$ cat src/rtl/clkdiv_ctrl.sv
// Sequencing controller for the integer clock divider: shadows ratio
// updates, stops the divider on a falling edge, reloads and settles.
module clkdiv_ctrl #(
  parameter int RATIO_WIDTH = 8,
  parameter int RESET_RATIO = 2,
  parameter int SETTLE_CYC  = 2,
  parameter int TIMEOUT_CYC = 1024
) (
  input  logic                   i_clk,
  input  logic                   i_rst,
  input  logic                   i_enable,
  input  logic                   i_cfg_valid,
  input  logic [RATIO_WIDTH-1:0] i_cfg_ratio,
  output logic                   o_cfg_ready,
  input  logic                   i_div_clk,
  output logic                   o_div_en,
  output logic [RATIO_WIDTH-1:0] o_div_ratio,
  output logic                   o_bypass,
  output logic                   o_busy,
  output logic                   o_timeout,
  input  logic                   i_timeout_clr
);

  localparam int TW = (TIMEOUT_CYC > 1) ? $clog2(TIMEOUT_CYC) : 1;
  localparam int SW = (SETTLE_CYC > 1) ? $clog2(SETTLE_CYC) : 1;

  localparam logic [RATIO_WIDTH-1:0] RST_RATIO =
    RATIO_WIDTH'(RESET_RATIO);
  localparam logic RST_BYP = (RESET_RATIO < 2);
  localparam logic [TW-1:0] T_MAX = TW'(TIMEOUT_CYC - 1);
  localparam logic [SW-1:0] S_MAX = SW'(SETTLE_CYC - 1);
  localparam logic [RATIO_WIDTH-1:0] TWO = RATIO_WIDTH'(2);

  typedef enum logic [2:0] {
    OFF,
    RUN,
    DRAIN,
    LOAD,
    SETTLE
  } state_t;

  state_t state, state_d;

  logic [RATIO_WIDTH-1:0] shadow, shadow_d;
  logic [RATIO_WIDTH-1:0] ratio_d;
  logic [TW-1:0]          dcnt, dcnt_d;
  logic [SW-1:0]          scnt, scnt_d;

  logic div_en_d;
  logic bypass_d;
  logic busy_d;
  logic timeout_d;
  logic pending, pending_d;
  logic prev;
  logic fall;
  logic xfer;
  logic drain_exit;
  logic drain_max;

  assign fall        = prev & ~i_div_clk;
  assign o_cfg_ready = ~i_rst & ((state == OFF) | (state == RUN));
  assign xfer        = i_cfg_valid & o_cfg_ready;
  assign drain_max   = (dcnt == T_MAX);
  assign drain_exit  = fall | o_bypass | drain_max;

  always_comb begin
    state_d   = state;
    shadow_d  = shadow;
    ratio_d   = o_div_ratio;
    bypass_d  = o_bypass;
    div_en_d  = o_div_en;
    pending_d = pending;
    dcnt_d    = '0;
    scnt_d    = '0;
    timeout_d = o_timeout & ~i_timeout_clr;

    if (xfer) begin
      shadow_d = i_cfg_ratio;
    end

    unique case (state)
      OFF: begin
        div_en_d = 1'b0;
        if (xfer) begin
          state_d = LOAD;
        end else if (i_enable) begin
          state_d = SETTLE;
        end
      end
      RUN: begin
        div_en_d = ~o_bypass;
        if (xfer) begin
          state_d   = DRAIN;
          pending_d = 1'b1;
        end else if (!i_enable) begin
          state_d   = DRAIN;
          pending_d = 1'b0;
        end
      end
      DRAIN: begin
        if (drain_exit) begin
          state_d   = pending ? LOAD : OFF;
          div_en_d  = 1'b0;
          pending_d = 1'b0;
          if (drain_max) begin
            timeout_d = 1'b1;
          end
        end else begin
          dcnt_d = dcnt + TW'(1);
        end
      end
      LOAD: begin
        div_en_d = 1'b0;
        ratio_d  = shadow;
        bypass_d = (shadow < TWO);
        state_d  = SETTLE;
      end
      SETTLE: begin
        div_en_d = 1'b0;
        if (scnt == S_MAX) begin
          if (i_enable) begin
            state_d  = RUN;
            div_en_d = ~o_bypass;
          end else begin
            state_d = OFF;
          end
        end else begin
          scnt_d = scnt + SW'(1);
        end
      end
      default: begin
        state_d  = OFF;
        div_en_d = 1'b0;
      end
    endcase

    busy_d = (state_d == DRAIN) |
             (state_d == LOAD) |
             (state_d == SETTLE);
  end

  always_ff @(posedge i_clk or posedge i_rst) begin
    if (i_rst) begin
      state       <= OFF;
      shadow      <= RST_RATIO;
      o_div_ratio <= RST_RATIO;
      o_bypass    <= RST_BYP;
      o_div_en    <= 1'b0;
      o_busy      <= 1'b0;
      o_timeout   <= 1'b0;
      pending     <= 1'b0;
      prev        <= 1'b0;
      dcnt        <= '0;
      scnt        <= '0;
    end else begin
      state       <= state_d;
      shadow      <= shadow_d;
      o_div_ratio <= ratio_d;
      o_bypass    <= bypass_d;
      o_div_en    <= div_en_d;
      o_busy      <= busy_d;
      o_timeout   <= timeout_d;
      pending     <= pending_d;
      prev        <= i_div_clk;
      dcnt        <= dcnt_d;
      scnt        <= scnt_d;
    end
  end

endmodule

$ cat config.mk
export PLATFORM = sky130hd
export DESIGN_NAME = clkdiv_ctrl
export DESIGN_NICKNAME = d
export VERILOG_FILES = /design/src/rtl/clkdiv_ctrl.sv
export SDC_FILE = /design/constraint.sdc
export NUM_CORES = 1
export LEC_CHECK = 0
export BUFFER_PORTS_ARGS = -buffer_cell sky130_fd_sc_hd__clkbuf_2
export CAP_MARGIN = 20
export CORE_ASPECT_RATIO = 2
export CORE_MARGIN = 3
export CORE_UTILIZATION = 50
export CTS_BUF_LIST = sky130_fd_sc_hd__clkbuf_8
export CTS_CLUSTER_DIAMETER = 150
export DETAILED_ROUTE_END_ITERATION = 10
export GPL_TIMING_DRIVEN = 0
export PLACE_DENSITY = 0.8
export SYNTH_ARGS = -nofsm -noshare
export SYNTH_HDL_FRONTEND = slang
export SYNTH_SLANG_ARGS = --single-unit
$ cat constraint.sdc
create_clock -name i_clk -period 1.62 [get_ports i_clk]
set_clock_uncertainty 0.2 [all_clocks]
set_input_delay 0.162 -clock i_clk [delete_from_list [all_inputs] [get_ports i_clk]]
set_output_delay 0.162 -clock i_clk [all_outputs]
set_load 0.05 [all_outputs]
# Word-level counts from Yosys, hierarchy flattened
# Cells that the tools add are included.
[word_totals]
regBits = 36
latchBits = 0
ram_bits = 0
rom_bits = 0
in_bits = 14
out_inout_bits = 13
elab_cells = 63
mem_count = 0
[classes]
n_addsub = 2
mul = 0
div_mod_pow = 0
magnitude_cmp = 1
eq_ne = 10
n_shift = 0
muxes = 23
bitwise = 13
reduce_logical = 3
[ops]
columns = ["cell", "count"]
rows = [
  ["10-bit two-way mux", 2],
  ["3-bit two-way mux", 6],
  ["3-bit case mux with 5 select lines", 1],
  ["3-bit by 2-bit equality test with 1-bit output, second input constant", 4],
  ["1-bit two-way mux", 11],
  ["10-bit by 1-bit adder with 10-bit output, second input constant", 1],
  ["10-bit equality test, second input constant", 1],
  ["8-bit by 2-bit < comparator with 1-bit output, second input constant", 1],
  ["3-bit equality test, second input constant", 2],
  ["1-bit bitwise OR", 5],
  ["1-bit bitwise AND", 4],
  ["1-bit inverter", 4],
  ["3-bit by 1-bit equality test with 1-bit output, second input constant", 1],
  ["3-bit zero test", 1],
  ["3-bit != test, second input constant", 1],
  ["1-bit case mux with 3 select lines", 1],
  ["3-bit AND reduction", 1],
  ["2-bit two-way mux", 1],
  ["2-bit != test, second input constant", 1],
  ["1-bit case mux with 2 select lines", 1],
  ["2-bit nonzero test", 1],
  ["1-bit adder, second input constant", 1],
]

# Longest topological paths before layout
# Gate-level depths: netlist (run 1).
[depth]
ltp_word = 9
ltp_mapped = 6
mapped_depth_nobuf = 5

# Worst setup path after synthesis (run 1)
# OpenSTA, ideal clock, no wires.
[synth_path]
path_type = "reg-to-output"
from = "register state[1]"
to = "output port o_cfg_ready"
arrival_time_ps = 1679
required_ps = 1258
setup_slack_ps = -421
stages_incl_launch_ff = 3
path_buffers = 1
cell_sequence = "dfrtp_1 buf_2 nor3_1"
[synth_between]
elab_chain_len = 3
elab_cells_between_ends = 4
classes_between = "eq/ne: 1; bitwise: 2; reduce/logical: 1"
[synth_lines]
columns = ["item", "line_no", "rtl"]
rows = [
  ["start, declared", "42", "state_t state, state_d;"],
  ["start signal, assigned", "156", "state <= state_d;"],
  ["3-bit by 1-bit equality test with 1-bit output or 3-bit zero test (tied branches)", "61", "assign o_cfg_ready = ~i_rst & ((state == OFF) | (state == RUN));"],
  ["1-bit bitwise OR *", "61", ""],
  ["1-bit bitwise AND *", "61", ""],
  ["end, declared", "14", "output logic o_cfg_ready,"],
]
# Every way passes the cells marked *; elsewhere a longest branch is shown, timed or not.

# Worst setup path after layout (run 1)
[layout_path]
from = "register dcnt[0]"
to = "register dcnt[6]"
[layout_between]
elab_chain_len = 4
elab_cells_between_ends = 5
classes_between = "add/sub: 1; eq/ne: 1; mux: 2; bitwise: 1"
[layout_lines]
columns = ["item", "line_no", "rtl"]
rows = [
  ["start, declared", "46", "logic [TW-1:0] dcnt, dcnt_d;"],
  ["start signal, assigned", "165", "dcnt <= dcnt_d;"],
  ["branches (longest 2 deep; another with 10-bit by 1-bit adder with 10-bit output)", "-", ""],
  ["10-bit two-way mux *", "101", "if (drain_exit) begin"],
  ["10-bit two-way mux *", "81", "unique case (state)"],
  ["net dcnt_d[6]", "46", ""],
]
# Mark *: on every way through the listed nets, which the timed path passes.
# A chain may end at the register's enable or synchronous reset.

==> impl_metrics.xml, run 1 <==
<?xml version="1.0" encoding="UTF-8"?>
<metrics>
  <group name="run_status">
    <metric name="run_status" unit="">complete, but fails checks</metric>
    <metric name="violations" unit="">negative setup slack</metric>
  </group>
  <group name="synthesis">
    <metric name="synth_area" unit="um^2">1599</metric>
    <metric name="synth_top_cell_by_area" unit="">sky130_fd_sc_hd__dfrtp_1</metric>
    <metric name="synth_seq_cells" unit="">36</metric>
    <metric name="post_synth_main_area_contributors" unit="">sky130_fd_sc_hd__dfrtp_1, sky130_fd_sc_hd__mux2_2, sky130_fd_sc_hd__dfstp_2</metric>
    <metric name="asyncSetResetFlopFracSynth" unit="%">100.0</metric>
    <metric name="ys_warn_count" unit="">0</metric>
    <metric name="yosys.cell_count.top_type" unit="">sky130_fd_sc_hd__dfrtp_1</metric>
    <metric name="synthTopCellsByCount" unit="">sky130_fd_sc_hd__dfrtp_1, sky130_fd_sc_hd__mux2_2, sky130_fd_sc_hd__nor2_1, sky130_fd_sc_hd__nand2_1</metric>
    <metric name="ys.flop_type" unit="">sky130_fd_sc_hd__dfrtp_1</metric>
    <metric name="synth_edf_count" unit="">0</metric>
    <metric name="synth.yosys.seq_area_share" unit="%">56.49</metric>
    <metric name="number_of_instances_in_the_synthesized_netlist" unit="">130</metric>
    <metric name="netlist.area_leader.share" unit="%">53.21</metric>
    <metric name="synth_fp_nets" unit="">145</metric>
    <metric name="syn_area_per_cell" unit="um^2">12.30</metric>
    <metric name="post_synth_num_cell_types" unit="">41</metric>
  </group>
  <group name="setup_path">
    <metric name="setup.worst_path.end_class" unit="">flip-flop</metric>
    <metric name="cp-start-kind" unit="">flip-flop</metric>
    <metric name="cp_max_fo" unit="">10</metric>
    <metric name="required" unit="ps">1640</metric>
    <metric name="rr_worst_depth" unit="">6</metric>
    <metric name="timing.critical_path.arrival" unit="ps">1750</metric>
    <metric name="timing.setup.critical_path_class" unit="">flip-flop to flip-flop</metric>
  </group>
  <group name="cells_and_area">
    <metric name="final_core_util" unit="%">71.26</metric>
    <metric name="num-fill-cells" unit="">207</metric>
    <metric name="proportion_of_layout_cells_with_a_drive_suffix_above_1" unit="%">43.39</metric>
    <metric name="nNetsFinal" unit="">203</metric>
    <metric name="diodes" unit="">0</metric>
    <metric name="cell_area_after_layout" unit="um^2">2147</metric>
    <metric name="layout-area-overhead-vs-synth" unit="%">34.27</metric>
  </group>
  <group name="sta">
    <metric name="final_hold_viol_count" unit="">0</metric>
    <metric name="worst_slew_margin_rel" unit="%">66.81</metric>
    <metric name="final_period_minus_worst_setup_slack" unit="ps">1727</metric>
    <metric name="final_critical_path_setup_slack" unit="ps">-106.8</metric>
    <metric name="finalCritPeriodShare" unit="%">106.6</metric>
    <metric name="setup_tns" unit="ps">-1214</metric>
    <metric name="tightest_slew" unit="ps">497.3</metric>
    <metric name="grt_setup_unrepaired" unit="">true</metric>
    <metric name="achievable-frequency" unit="MHz">579.1</metric>
    <metric name="final-setup-viol-count" unit="">13</metric>
    <metric name="maxSlewViolCount" unit="">0</metric>
  </group>
  <group name="clock_tree">
    <metric name="numCtsBuffers" unit="">5</metric>
    <metric name="clock_sinks" unit="">36</metric>
    <metric name="htreeDepth" unit="">2</metric>
    <metric name="tritoncts_clock_tree" unit="">done</metric>
    <metric name="buffers_from_clock_root_to_sink_at_most" unit="">2</metric>
    <metric name="clk-insertion-delay-late" unit="ps">290</metric>
    <metric name="clock-root-buffer" unit="">sky130_fd_sc_hd__clkbuf_8</metric>
    <metric name="cts.reportedPaths.clkPinSlew" unit="ps">70</metric>
  </group>
  <group name="job">
    <metric name="cap_viol_max_count" unit="">0</metric>
  </group>
  <group name="drt">
    <metric name="num_vias" unit="">1244</metric>
    <metric name="dr.first_iter.drc_count" unit="">23</metric>
    <metric name="detail_route.vias_per_cell" unit="">5.680</metric>
    <metric name="route.detailed.drc" unit="">0</metric>
    <metric name="antenna_violating_nets_post_route" unit="">0</metric>
    <metric name="routed_wl" unit="mm">3.850</metric>
    <metric name="drt-pass1-iter-count" unit="">4</metric>
    <metric name="wire_per_inst" unit="um">17.58</metric>
  </group>
  <group name="placement">
    <metric name="detailed_place_hpwl" unit="mm">2.346</metric>
    <metric name="pre_cts_slack" unit="ps">-150.6</metric>
    <metric name="buffer_ports.inserted" unit="">26</metric>
    <metric name="gpl.final_weighted_congestion" unit="">0.7653</metric>
    <metric name="placement.cell_area" unit="um^2">1794</metric>
  </group>
  <group name="floorplanning">
    <metric name="fp.coreArea" unit="um^2">3013</metric>
    <metric name="die_outline_area" unit="um^2">3954</metric>
    <metric name="die_w" unit="um">45.99</metric>
    <metric name="number_of_top_level_design_ports" unit="">27</metric>
    <metric name="placement_rows" unit="">28</metric>
    <metric name="floorplan.initialDensity" unit="%">53.07</metric>
    <metric name="die_y" unit="um">85.98</metric>
  </group>
  <group name="global_routing">
    <metric name="grt_antenna_before_repair" unit="">0</metric>
    <metric name="maximum_number_of_pins_on_one_net_before_global_route_repair" unit="">27</metric>
    <metric name="grt_pass1_vias" unit="">1323</metric>
    <metric name="first_pass_grt_wire_length" unit="mm">6.285</metric>
    <metric name="grtUsageTotal" unit="%">22.84</metric>
    <metric name="grt_overflow_total" unit="">0</metric>
  </group>
  <group name="pwr">
    <metric name="pwr_density_cell" unit="nW/um^2">1717</metric>
    <metric name="power.static_leakage" unit="nW">0.9775</metric>
    <metric name="ir_worst_vdd" unit="mV">1.524</metric>
  </group>
  <group name="hold_path">
    <metric name="min-delay-path-class" unit="">input port to flip-flop</metric>
    <metric name="timing.hold.worst_path_depth" unit="">3</metric>
  </group>
</metrics>
through the flow:
step | instances | hold WS (ps) | power (mW)
finish | 219 | 88.16 | 3.686
floorplan | 130 | -6.570 | 2.475
detailed placement | 187 | 10.64 | 2.824
CTS | 216 | 72.02 | 3.578
global placement | 186 | 81.82 | 2.745
global route | 219 | 108.7 | 3.871
power breakdown:
part	total [mW]	leakage [nW]	internal, mW	switching, mW
clock	0.595	0.0505	0.289	0.307
sequential	1.46	0.457	1.22	0.239
combinational	1.63	0.470	0.640	0.994
total	3.69	0.978	2.15	1.54
placed cells by master (no fill, tap or decap), types with 2 or more instances in the layout:
cell / Yosys / final
sky130_fd_sc_hd__o21ai_0: 3 / 3
sky130_fd_sc_hd__dlygate4sd3_1: 0 / 12
sky130_fd_sc_hd__o31ai_1: 2 / 2
sky130_fd_sc_hd__xnor2_1: 4 / 4
sky130_fd_sc_hd__dfrtp_1: 34 / 33
sky130_fd_sc_hd__nand2b_1: 2 / 2
sky130_fd_sc_hd__nor4_1: 2 / 2
sky130_fd_sc_hd__nand3_1: 4 / 4
sky130_fd_sc_hd__clkbuf_8: 0 / 5
sky130_fd_sc_hd__buf_8: 0 / 2
sky130_fd_sc_hd__clkbuf_2: 0 / 25
sky130_fd_sc_hd__inv_1: 3 / 5
sky130_fd_sc_hd__nand2_1: 10 / 9
sky130_fd_sc_hd__nor2_2: 1 / 2
sky130_fd_sc_hd__nor2_1: 11 / 10
sky130_fd_sc_hd__a21oi_1: 2 / 2
sky130_fd_sc_hd__buf_6: 1 / 2
sky130_fd_sc_hd__xor2_1: 4 / 4
sky130_fd_sc_hd__mux2_2: 16 / 16
sky130_fd_sc_hd__buf_4: 1 / 10
sky130_fd_sc_hd__dfstp_2: 2 / 2
sky130_fd_sc_hd__nand2_2: 2 / 3
sky130_fd_sc_hd__nor3_1: 3 / 2
sky130_fd_sc_hd__nor3_4: 1 / 2
sky130_fd_sc_hd__buf_12: 0 / 2
sky130_fd_sc_hd__nand4_1: 2 / 2
logic make-up after synthesis:
| group | synth area share [%] |
|---|---|
| muxes | 11.27 |
| buffers and inverters | 2.191 |
| adders and majority gates | 0.7823 |
| AOI/OAI and AO/OA | 6.965 |
| xor gates and xnor gates | 4.381 |
| and+or+nand+nor | 17.92 |
| DFF | 56.49 |
what timing repair did:
action                     in CTS  in global routing
pin swaps                       4                  3
gates resized for setup        10                  5
hold buffers                   12                  0
gates cloned                    1                  0
buffers inserted                8                  3
setup endpoints to repair      32                 24
hold endpoints to repair       19                  0
metal layers:
metal  track usage [%]  share of wire (%)  vias up  wire, um
li1                  -                  -      581         -
met1             22.77                 35      614      1331
met2             39.70                 58       38      2227
met3             6.092                3.9       11       150
met4             12.69                3.6        0       139
met5                 0                  0        -         0
flip-flops by register name, summed over array words and instances, names as in the netlist:
signal / cells
o_div_en: 1
pending: 1
prev: 1
dcnt: 10
shadow: 8
scnt: 1
o_timeout: 1
o_div_ratio: 8
o_busy: 1
state: 3
o_bypass: 1
final timing paths:
| kind | endpoint | slack [ps] | from |
|---|---|---|---|
| worst max-delay path | dcnt[6] | -110 | dcnt[0] |
| worst min-delay path | pending | 90 | i_cfg_valid |
| worst max register to register | dcnt[6] | -110 | dcnt[0] |
| worst min register to register | scnt | 270 | scnt |
| max in group asynchronous | state[1] | 430 | i_rst |
| min in group asynchronous | pending | 280 | i_rst |
critical path, cell delays in order, from the launching register on:
cell                       delay (ps)
sky130_fd_sc_hd__dfrtp_1          390
sky130_fd_sc_hd__ha_2             190
sky130_fd_sc_hd__and4_4           160
sky130_fd_sc_hd__a311oi_4         350
sky130_fd_sc_hd__nand2_2          120
sky130_fd_sc_hd__buf_6            160
sky130_fd_sc_hd__nor2_1            90
final cells by class:
cell class / count / area [um^2] / area share, %
inverters: 3 / 11.26 / 0.5245
multi-input cells: 89 / 699.4 / 32.58
clock buffers: 5 / 68.82 / 3.205
well taps: 30 / 37.54 / 1.748
repair buffers: 50 / 375.4 / 17.48
clock inverters: 3 / 12.51 / 0.5828
plain buffers: 3 / 37.54 / 1.748
flip-flops and latches: 36 / 904.6 / 42.13
Power figures use the tool's default switching activity.
==> run 2: changes to the inputs <==
- PLACE_DENSITY: 0.8 -> 0.77
- TNS_END_PERCENT: default -> 5
- clock period: 1.62 -> 1.9 ns (I/O delays scaled with it)
==> run 2 against run 1 <==
  * The flow now finishes without violations
  * First-iteration DRC count fell by 57%
  * Flip-flop and latch count unchanged
  * Hold slack worse by 72 ps
  * Sequential power is 17% lower
  * Critical path type unchanged
  * Highest routed layer unchanged
==> impl_metrics.xml, run 2 (synthesis gave the netlist of run 1 again) <==
<?xml version="1.0" encoding="UTF-8"?>
<metrics>
  <group name="sta">
    <metric name="maxSlewViolCount" unit="">0</metric>
    <metric name="achievable-frequency" unit="MHz">539.1</metric>
    <metric name="final_period_minus_worst_setup_slack" unit="ps">1855</metric>
    <metric name="final_critical_path_setup_slack" unit="ps">45.01</metric>
    <metric name="final-setup-viol-count" unit="">0</metric>
    <metric name="final_hold_viol_count" unit="">0</metric>
    <metric name="tightest_slew" unit="ps">431.0</metric>
    <metric name="finalCritPeriodShare" unit="%">97.63</metric>
    <metric name="worst_slew_margin_rel" unit="%">71.17</metric>
  </group>
  <group name="hold_path">
    <metric name="timing.hold.worst_path_depth" unit="">3</metric>
    <metric name="min-delay-path-class" unit="">input port to flip-flop</metric>
    <metric name="hold_path.startpoint" unit="">i_enable</metric>
    <metric name="timing.hold.worst_endpoint" unit="">state[2]</metric>
  </group>
  <group name="clock_tree">
    <metric name="clock_sinks" unit="">36</metric>
    <metric name="clk-insertion-delay-late" unit="ps">280</metric>
    <metric name="htreeDepth" unit="">2</metric>
    <metric name="clock-root-buffer" unit="">sky130_fd_sc_hd__clkbuf_8</metric>
    <metric name="buffers_from_clock_root_to_sink_at_most" unit="">2</metric>
    <metric name="tritoncts_clock_tree" unit="">done</metric>
    <metric name="numCtsBuffers" unit="">5</metric>
    <metric name="cts.reportedPaths.clkPinSlew" unit="ps">70</metric>
  </group>
  <group name="drt">
    <metric name="detail_route.vias_per_cell" unit="">5.484</metric>
    <metric name="wire_per_inst" unit="um">15.63</metric>
    <metric name="routed_wl" unit="mm">3.330</metric>
    <metric name="num_vias" unit="">1168</metric>
    <metric name="dr.first_iter.drc_count" unit="">10</metric>
    <metric name="drt-pass1-iter-count" unit="">3</metric>
    <metric name="antenna_violating_nets_post_route" unit="">0</metric>
    <metric name="route.detailed.drc" unit="">0</metric>
  </group>
  <group name="setup_path">
    <metric name="timing.critical_path.arrival" unit="ps">1880</metric>
    <metric name="setup.worst_path.end_class" unit="">flip-flop</metric>
    <metric name="rrSetupSlack" unit="ps">50</metric>
    <metric name="cp-start-kind" unit="">flip-flop</metric>
    <metric name="r2r-start" unit="">dcnt[1]</metric>
    <metric name="rr_worst_depth" unit="">6</metric>
    <metric name="required" unit="ps">1920</metric>
    <metric name="timing.setup.critical_path_class" unit="">flip-flop to flip-flop</metric>
    <metric name="regToRegEndpoint" unit="">dcnt[1]</metric>
    <metric name="cp_max_fo" unit="">4</metric>
  </group>
  <group name="global_routing">
    <metric name="maximum_number_of_pins_on_one_net_before_global_route_repair" unit="">26</metric>
    <metric name="met1_usage" unit="%">21.14</metric>
    <metric name="grt_use_met3" unit="%">4.412</metric>
    <metric name="grt_antenna_before_repair" unit="">0</metric>
    <metric name="gr-usage-met2" unit="%">32.91</metric>
    <metric name="grt_pass1_vias" unit="">1205</metric>
    <metric name="grt-busiest-layer" unit="">met2</metric>
    <metric name="grt_overflow_total" unit="">0</metric>
    <metric name="first_pass_grt_wire_length" unit="mm">5.437</metric>
    <metric name="grtUsageTotal" unit="%">19.04</metric>
  </group>
  <group name="cells_and_area">
    <metric name="proportion_of_layout_cells_with_a_drive_suffix_above_1" unit="%">40.44</metric>
    <metric name="largest_register_ffs" unit="">10</metric>
    <metric name="layout.cells.most_common" unit="">sky130_fd_sc_hd__dfrtp_1</metric>
    <metric name="regMostFlops" unit="">dcnt</metric>
    <metric name="reg_top3" unit="">dcnt: 10 flops, o_div_ratio: 8 flops, shadow: 8 flops</metric>
    <metric name="highest_count_cells_in_the_layout_ignoring_fill_and_taps" unit="">sky130_fd_sc_hd__dfrtp_1, sky130_fd_sc_hd__clkbuf_2, sky130_fd_sc_hd__mux2_2, sky130_fd_sc_hd__dlygate4sd3_1</metric>
    <metric name="layout-area-overhead-vs-synth" unit="%">28.33</metric>
    <metric name="nNetsFinal" unit="">197</metric>
    <metric name="diodes" unit="">0</metric>
  </group>
  <group name="pwr">
    <metric name="pwr_density_cell" unit="nW/um^2">1424</metric>
    <metric name="p_total" unit="mW">2.921</metric>
    <metric name="ir_worst_vdd" unit="mV">1.056</metric>
    <metric name="power.static_leakage" unit="nW">0.9300</metric>
  </group>
  <group name="placement">
    <metric name="detailed_place_hpwl" unit="mm">2.386</metric>
    <metric name="gpl.final_weighted_congestion" unit="">0.7540</metric>
    <metric name="pre_cts_slack" unit="ps">-50.54</metric>
    <metric name="buffer_ports.inserted" unit="">26</metric>
  </group>
  <group name="floorplanning">
    <metric name="fp.coreArea" unit="um^2">3013</metric>
    <metric name="die_outline_area" unit="um^2">3954</metric>
    <metric name="number_of_top_level_design_ports" unit="">27</metric>
    <metric name="die_y" unit="um">85.98</metric>
    <metric name="placement_rows" unit="">28</metric>
    <metric name="floorplan.initialDensity" unit="%">53.07</metric>
    <metric name="die_w" unit="um">45.99</metric>
  </group>
  <group name="job">
    <metric name="cap_viol_max_count" unit="">0</metric>
  </group>
  <group name="run_status">
    <metric name="run_status" unit="">completed</metric>
  </group>
</metrics>
[run 2: cell types whose count changed in the layout (fill, tap and decap cells not counted), sizes merged]
| cell | delta |
|---|---|
| dlygate4sd3 | -1 |
| inv | -1 |
| buf | -5 |
| nand2 | -1 |
| clkbuf | +1 |
| clkinvlp | +1 |
[run 2: cell type report]
class / instances / area (um^2)
buffer: 3 / 23.77
sequential: 36 / 903.4
multi-input combinational: 88 / 670.6
fill: 222 / 960.9
timing repair buffer: 45 / 320.3
clock buffer: 5 / 68.82
clock inverter: 3 / 12.51
inverter: 3 / 15.01
tap: 30 / 37.54
[run 2: worst max path at each step]
stage / end / start / cells past startpoint
2_1_floorplan: dcnt[9] / dcnt[0] / 6
3_3_place_gp: pending / i_rst / 4
3_5_place_dp: dcnt[7] / dcnt[0] / 6
4_1_cts: pending / i_rst / 6
5_1_grt: dcnt[4] / dcnt[1] / 6
6_report: dcnt[1] / dcnt[1] / 6
[run 2: timing repair]
action | 4_1_cts | 5_1_grt
gates resized for setup | 0 | 3
hold buffers | 11 | 0
buffers inserted | 2 | 5
endpoints found under the setup margin | 10 | 11
pin swaps | 1 | 1
endpoints found under the hold margin | 20 | 0
[run 2: report_power, final]
| group | total [mW] | internal (mW) | switching (mW) |
|---|---|---|---|
| sequential | 1.21 | 1.04 | 0.177 |
| clock | 0.498 | 0.246 | 0.252 |
| combinational | 1.21 | 0.449 | 0.762 |
[run 2: per-layer routing]
metal	vias up	part of all wire, %
met5	-	0
met4	0	1.8
met3	6	3.0
met2	21	59
met1	580	36
li1	561	-
[run 2: worst max-delay path, cell delays in order (launching register included)]
cell                       delay (ps)
sky130_fd_sc_hd__dfrtp_1          410
sky130_fd_sc_hd__ha_2             210
sky130_fd_sc_hd__and4_4           220
sky130_fd_sc_hd__a311oi_4         350
sky130_fd_sc_hd__buf_4            170
sky130_fd_sc_hd__buf_4             90
sky130_fd_sc_hd__and3_2           160
[run 2: metrics by stage]
| step | std cells | instance area [um^2] | hold slack (ps) | TNS, ps | utilization, % |
|---|---|---|---|---|---|
| after floorplan | 130 | 1604 | 21.43 | 0 | - |
| after global placement | 186 | 1772 | 118.1 | -102.8 | 58.80 |
| after detailed placement | 187 | 1799 | 93.83 | -336.6 | 59.72 |
| after CTS | 208 | 2006 | 8.651 | 0 | 66.57 |
| after global routing | 213 | 2052 | 18.39 | -36.43 | 68.11 |
| final | 213 | 2052 | 16.65 | 0 | 68.11 |
